$ cat config.mk
export PLATFORM = sky130hd
export DESIGN_NAME = bin_to_bcd_seq
export DESIGN_NICKNAME = d
export VERILOG_FILES = /design/src/rtl/bin_to_bcd_seq.sv
export SDC_FILE = /design/constraint.sdc
export NUM_CORES = 1
export LEC_CHECK = 0
export ABC_AREA = 1
export CAP_MARGIN = 15
export CORE_MARGIN = 5
export CORE_UTILIZATION = 45
export CTS_CLUSTER_DIAMETER = 30
export DETAILED_ROUTE_END_ITERATION = 8
export GPL_TIMING_DRIVEN = 0
export PLACE_DENSITY = 0.67
export RECOVER_POWER = 25
export SLEW_MARGIN = 40
export SYNTH_ARGS = -nofsm -noshare
export SYNTH_HDL_FRONTEND = slang
export SYNTH_SLANG_ARGS = --single-unit
$ cat constraint.sdc
create_clock -name clk -period 1.3 [get_ports clk]
set_input_delay 0.325 -clock clk [delete_from_list [all_inputs] [get_ports clk]]
set_output_delay 0.325 -clock clk [all_outputs]
set_load 0.01 [all_outputs]
$ cat src/rtl/bin_to_bcd_seq.sv
// Sequential binary-to-BCD converter (double-dabble), one shift iteration per clock.
// Digit k of bcd_out sits in bits [4k+3:4k]; digit 0 is the ones place.
module bin_to_bcd_seq #(
   parameter int unsigned BIN_W  = 8,
   parameter int unsigned DIGITS = 3
) (
   input  logic                  clk,
   input  logic                  rst,
   input  logic                  start,
   input  logic [BIN_W-1:0]      bin,
   output logic                  busy,
   output logic                  done,
   output logic [4*DIGITS-1:0]   bcd_out,
   output logic                  overflow
);

   localparam int unsigned SW    = 4 * DIGITS;
   localparam int unsigned CNT_W = $clog2(BIN_W) + 1;

   typedef enum logic [0:0] {
      IDLE  = 1'b0,
      SHIFT = 1'b1
   } state_t;

   state_t             state;
   state_t             state_d;

   logic [BIN_W-1:0]   shreg;
   logic [BIN_W-1:0]   shreg_d;
   logic [SW-1:0]      scratch;
   logic [SW-1:0]      scratch_d;
   logic [SW-1:0]      corrected;
   logic [CNT_W-1:0]   cnt;
   logic [CNT_W-1:0]   cnt_d;
   logic               acc;
   logic               acc_d;
   logic               busy_d;
   logic               done_d;
   logic [SW-1:0]      bcd_d;
   logic               overflow_d;
   logic               last_iter;

   assign last_iter = (cnt == CNT_W'(BIN_W - 1));

   // State register
   always_ff @(posedge clk) begin
      if (rst) begin
         state <= IDLE;
      end else begin
         state <= state_d;
      end
   end

   // Next-state logic
   always_comb begin
      state_d = state;
      case (state)
         IDLE:    if (start)     state_d = SHIFT;
         SHIFT:   if (last_iter) state_d = IDLE;
         default:                state_d = IDLE;
      endcase
   end

   // Add-3 correction of every scratch digit that is 5 or more
   always_comb begin
      corrected = scratch;
      for (int k = 0; k < int'(DIGITS); k++) begin
         if (scratch[4*k +: 4] >= 4'd5) begin
            corrected[4*k +: 4] = scratch[4*k +: 4] + 4'd3;
         end
      end
   end

   // Output and datapath next values
   always_comb begin
      shreg_d    = shreg;
      scratch_d  = scratch;
      cnt_d      = cnt;
      acc_d      = acc;
      busy_d     = busy;
      done_d     = 1'b0;
      bcd_d      = bcd_out;
      overflow_d = overflow;
      case (state)
         IDLE: begin
            if (start) begin
               shreg_d   = bin;
               scratch_d = '0;
               cnt_d     = '0;
               acc_d     = 1'b0;
               busy_d    = 1'b1;
            end
         end
         SHIFT: begin
            // {scratch, shreg} shifts left; the bit leaving the top digit marks overflow
            scratch_d = {corrected[SW-2:0], shreg[BIN_W-1]};
            shreg_d   = shreg << 1;
            acc_d     = acc | corrected[SW-1];
            cnt_d     = cnt + CNT_W'(1);
            if (last_iter) begin
               bcd_d      = scratch_d;
               overflow_d = acc_d;
               done_d     = 1'b1;
               busy_d     = 1'b0;
            end
         end
         default: begin
            busy_d = 1'b0;
         end
      endcase
   end

   // Datapath and output registers
   always_ff @(posedge clk) begin
      if (rst) begin
         shreg    <= '0;
         scratch  <= '0;
         cnt      <= '0;
         acc      <= 1'b0;
         busy     <= 1'b0;
         done     <= 1'b0;
         bcd_out  <= '0;
         overflow <= 1'b0;
      end else begin
         shreg    <= shreg_d;
         scratch  <= scratch_d;
         cnt      <= cnt_d;
         acc      <= acc_d;
         busy     <= busy_d;
         done     <= done_d;
         bcd_out  <= bcd_d;
         overflow <= overflow_d;
      end
   end

endmodule

==> metrics.txt <==
worst reg-to-reg path cell count=8; Hold Vio Cnt, Final=0; Crit Path Max Fanout=3; Hold Path Class=primary input to register; largest net degree at the start of global routing=13; FFs w/ async S/R, synth=0%; Hold Crit Depth=2; cts bufs inserted=5; number of synthesized flops with an enable pin=0; Worst Slack Setup Final=about 45 ps; fillers=370; Die W=75.29 um; RSZ-0062 raised after global routing=yes; flop2flop setup slack=40 ps; hold path start=rst; cell taking the most area after synthesis=dfxtp_1; Core Rows=23; dpl hpwl=a little over 3 mm; Placer Congestion=roughly 0.8; Final Util=between 60 and 70%; top-count cell post-synth=nand2_1; ys flop type=dfxtp_1; Die Y=75.29 um; final wirelength=approximately 4.4 mm; Hold-fix buffers, CTS=0; TritonCTS Sinks=41; clock latency on the worst-skew pair=just under 300 ps; # setup viols final=0; met3 Use GR=3.872%; Arr. time, crit path=around 1500 ps; Data required, critical path=approximately 1500 ps; vias in the first global route=1634; register area share after synthesis=42.79%; Clock transition at path regs=80 ps; minimum clock period=1255 ps; max-cap violations=0; met1 Track Usage GR=22.25%; peak-usage layer in the global routing report=met2; Final Max Tran Viols=0; wire length of the first global-routing pass=7.120 mm; Reg-to-Reg Start=scratch[9]; Placeable Area=4058 um^2; worst slack, placed=-54.99 ps; Avg Cell Area, Syn=7.265 um^2; Cell Pwr Density=around 900 nW/um^2; yosys warns=0; DR vias=1761; Hold Path End=scratch[9]; Worst Setup Path Type=register to register; synth-to-layout area growth=30.98%; post-synth top area share=42.79%; synthesized cell area=1918 um^2; antenna violations before repair=0; sequential cell area=~840 um^2; top post-synthesis cells by count=nand2_1, dfxtp_1, inv_1; setup clock skew after layout=7.621 ps; Slew @ Worst Pin=512.8 ps; I/O Pins=26; Mapped Nets=roughly 280; P_leak=approximately 1.1 nW; Yosys cell types=25; share of cells above drive strength 1=between 20% and 30%; largest cells by area after synthesis=dfxtp_1, nand2_1, nand3_1, inv_1, a21oi_1; fmax=796.6 MHz; hold slack=344.2 ps; WL/cell=~13 um; Post-route DRC=0; Clock Tree Root=clkbuf_8; #FFs+latches synth=just over 40; met2 usage=25.70%; Initial Utilization=47.27%; H-tree Lvls=2; status=completed; PortBufs=23; Multi-input gate area=1045 um^2; Vias/cell=5.031; Slew HR=between 60% and 70%; Post-Synthesis Cells=about 260; final worst-path cycle share=96.56%; CP endpoint kind=register; IR drop worst, VDD=0.6744 mV; ANT nets after route=0; Worst setup SP type=register; gr usage total=roughly 17%; antenna fix cells=0; DR pass1 iterations=4; Starting DRT DRC Count=112; Layout Nets=roughly 320; RR Endpoint=scratch[9]; Max clock buf depth=2; total gr overflow=0; die area=5668 um^2; CTS tree=built
[sequential cells by signal, indices dropped and copies added, names as in the netlist]
name      cells
done          1
acc           1
shreg         8
bcd_out      12
busy          1
cnt           4
scratch      12
overflow      1
state         1
[metrics by stage]
stage | std cells | TNS (ps) | power, mW | instance area, um^2
detailed placement | 337 | -109.9 | 1.504 | 2211
global placement | 337 | -8.300 | 1.500 | 2211
finish | 350 | 0 | 2.281 | 2512
floorplan | 264 | 0 | 1.436 | 1918
CTS | 345 | 0 | 2.309 | 2288
global route | 350 | -64.89 | 2.404 | 2512
[layout by cell type (no fill, tap or decap), types with 6 or more instances in the layout]
cell	Yosys	routed
a21oi_1	20	14
a21oi_2	0	6
buf_4	2	6
clkdlybuf4s50_1	0	8
dfxtp_1	41	33
dlygate4sd2_1	0	15
inv_1	36	27
inv_4	0	8
nand2_1	77	69
nand2_2	0	8
nand3_1	34	30
nor2_1	10	10
o21ai_0	13	12
[report_power, final]
group | switching [mW] | internal, mW
clock | 0.436 | 0.372
combinational | 0.114 | 0.0739
sequential | 0.0134 | 1.27
[how the worst max path moves through the flow]
stage                    start     endpoint
global placement    scratch[8]  scratch[10]
global route        scratch[1]   scratch[2]
floorplan           scratch[8]  scratch[10]
CTS                     cnt[0]   bcd_out[8]
detailed placement  scratch[8]   scratch[9]
finish              scratch[9]   scratch[9]
[worst max-delay path, stage by stage (launching register included)]
cell     delay [ps]
dfxtp_4         360
inv_4            80
ha_4            160
inv_4            40
o21ai_4         170
nand2_2          90
nand2_2          80
nand3_2          70
a21oi_2         140
[cells by family after synthesis]
group | Yosys count | share of synthesized area, %
DFF | 41 | 42.79
AOI/OAI and AO/OA | 41 | 11.87
adders and majority gates | 7 | 4.566
buffers and inverters | 48 | 10.89
and+or+nand+nor | 127 | 29.88
[metal layers]
layer | wire length (um) | vias up
met3 | 123 | 11
met2 | 2101 | 26
met5 | 0 | -
li1 | - | 918
met4 | 85 | 0
met1 | 2068 | 806
[cell type report]
type	count	share of cell area, %
plain buffers	10	2.639
clock buffers	6	2.888
clock inverters	2	0.3984
inverters	38	6.474
multi-input cells	175	41.58
flip-flops and latches	41	33.47
well taps	50	2.490
repair buffers	28	10.06
[timing repair]
action                     CTS  global route
buffers inserted             0             5
pin swaps                    0            16
resized for setup           21            59
setup endpoints to repair   26            24
hold endpoints to repair     0             0
(Power assumes the default switching activity.)
==> RTL change (same settings) <==
Reset style: asynchronous (`rst`), changed in 2 clocked blocks.
--- a/src/rtl/bin_to_bcd_seq.sv
+++ b/src/rtl/bin_to_bcd_seq.sv
@@ -43,7 +43,7 @@
    assign last_iter = (cnt == CNT_W'(BIN_W - 1));
 
    // State register
-   always_ff @(posedge clk) begin
+   always_ff @(posedge clk or posedge rst) begin
       if (rst) begin
          state <= IDLE;
       end else begin
@@ -111,7 +111,7 @@
    end
 
    // Datapath and output registers
-   always_ff @(posedge clk) begin
+   always_ff @(posedge clk or posedge rst) begin
       if (rst) begin
          shreg    <= '0;
          scratch  <= '0;
Function: differs if rst is asserted again (counterexample within 4 cycles, from zero or initial values and one cycle with rst high); with rst held inactive, the same outputs for 10 cycles.
==> RTL change against the unedited design <==
Sequential cell count stayed put. Critical path depth is 7 lower. Area after synthesis is 1.2% lower. Cell area is 3.4% higher. Setup slack worse by 0.013 ns. Non-clock buffer count is 12 higher. Routed wire length is 2.3% higher. Core utilization is 2.6 points higher.
Power is not compared: it rests on default switching activity, and its combinational part moved more than twofold at a synthesized area within 25%.
==> RTL change: results (changes against the unedited design) <==
Status
  • Status: complete, no violations

STA
  • Final slew viol count: 0 (unchanged)
  • Worst Tran Pin Value: 0.498 ns (-0.0150 ns)
  • Fin Clk Skew: 0.00423 ns (-0.00339 ns)

Worst setup path
  • CP top delay family: flip-flops
  • Crit-path slowest cell: dfrtp_1
  • Crit path DAT: 0.94 ns (-0.54 ns)
  • Crit-path max FO: 2 (-1)
  • Largest stage delay on the critical path: between 0.3 and 0.4 ns

Finish
  • Fin nets: 293 (-7.6%)
  • Fillers: 359 (-3.0%)
  • # diodes: 0 (unchanged)
  • Fraction of layout cells with a size suffix above 1: 0.276 (+0.0397)
  • Largest regs: bcd_out: 12 flops, scratch: 12 flops, shreg: 8 flops

Clocking
  • H-Tree Depth: 2 (unchanged)
  • CTS Buf Count: 5 (unchanged)
  • Root buffer cell: clkbuf_8
  • Later-pin clock latency in the skew report: 0.29 ns (about the same)
  • Clk slew on worst S/H paths: roughly 0.07 ns
  • Clock tree buffer depth: 2 (unchanged)

Placed design
  • Port bufs: 25 (+8.7%)
  • Dpl hpwl: 2760 um (-8.8%)
  • GPL Wtd Cong: 0.816 (-0.60%)

Min path
  • Hold Path Class: reg2reg

Global routing
  • First-pass GRT wire length: 7220 um (+1.4%)
  • Number of global-route vias before repair: 1627 (-0.43%)
  • Initial antenna violation count: 0 (unchanged)
  • Largest net degree at the start of global routing: 42 (+29)
  • GRT Resource Usage Total: 0.170 (+0.00427)

Logic synthesis
  • Cell variety after synth: 20 (-20%)
  • Most area-consuming cells after synthesis: dfrtp_1, nand2_1, nand3_1
  • Syn nets: 242 (-14%)
  • Post-synth top cells: nand2_1, dfrtp_1, nand3_1
  • Sequential fraction of the synthesis area: 0.542 (+0.114)
  • FFs w/ async S/R, synth: 1.00 (+1.00)
  • Yosys warns: 0 (unchanged)

Power and ir drop
  • Leakage: 0.00128 uW
  • Max VDD drop: about 1.3 mV

Drt
  • Initial DRC count: 86 (-23%)
  • Vias: 1663 (-5.6%)
  • Wirelength per Cell: 13.8 um (+10%)
  • Pre-antenna DRT Iters: 4 (unchanged)
-- RTL change: report_power, final --
part / internal [uW] / leakage, uW / total (uW) / switching (uW)
registers: 1850 / 0.000509 / 2300 / 442
logic: 1550 / 0.000730 / 3370 / 1820
clock network: 422 / 0.0000443 / 846 / 424
total: 3830 / 0.00128 / 6510 / 2680
-- RTL change: repair_timing --
action | 4_1_cts | 5_1_grt
setup buffers | 12 | 7
pin swaps | 6 | 16
gates cloned | 0 | 0
setup endpoints to repair | 38 | 35
gates resized for setup | 33 | 58
-- RTL change: per-stage QoR --
stage	cells	total power [uW]	cell area, um2	setup WS [ns]
after global placement	299	4710	2210	-0.875
after floorplan	224	3890	1890	0.0126
after CTS	318	5840	2400	0.00167
final	325	6510	2600	0.0321
after detailed placement	299	4780	2210	-0.291
after global routing	325	7090	2600	-0.0362
-- RTL change: logic make-up (layout without fill, tap and decap cells) --
group | after synthesis | count (layout) | share of synthesized area
flops | 41 | 41 | 0.542
buf+inv | 27 | 78 | 0.0575
simple gates | 123 | 123 | 0.271
compound gates | 26 | 26 | 0.0832
fa+ha+maj | 7 | 7 | 0.0462
-- RTL change: area by class of cell --
| class | instances | area [um2] | area share |
|---|---|---|---|
| plain buffers | 6 | 45.0 | 0.0173 |
| clock buffers | 7 | 86.3 | 0.0332 |
| inverters | 21 | 81.3 | 0.0313 |
| multi-input cells | 156 | 901 | 0.347 |
| flip-flops and latches | 41 | 1030 | 0.395 |
| well taps | 50 | 62.6 | 0.0241 |
| repair buffers | 44 | 394 | 0.152 |
-- RTL change: path summary, 6_finish.rpt --
path | endpoint | slack [ns] | depth (start not counted) | startpoint
setup / recovery | bcd_out[2] | 0.03 | 1 | bcd_out[2]
hold / removal | bcd_out[5] | 0.48 | 2 | bcd_out[5]
setup reg to reg | bcd_out[9] | 0.04 | 9 | scratch[9]
hold reg to reg | bcd_out[5] | 0.48 | 2 | bcd_out[5]
max in group asynchronous | scratch[4] | 0.39 | 2 | rst
min in group asynchronous | bcd_out[6] | 0.55 | 2 | rst
-- RTL change: worst register-to-register path, cell delays in order (launching register included) --
cell and delay (ns):
dfrtp_1 0.41, inv_2 0.10, ha_4 0.14, inv_2 0.03, nand2_2 0.06, nand2_2 0.07, inv_2 0.08, nand3_1 0.10
nand3_1 0.10, nand2_1 0.05
-- RTL change: layer usage --
metal	part of all wire	vias up	routed length (um)	GRT usage
met5	0	-	0	0
met4	0.016	0	70	0.0632
met3	0.048	10	215	0.0467
met2	0.50	42	2230	0.277
met1	0.44	781	1960	0.217
li1	-	830	-	-
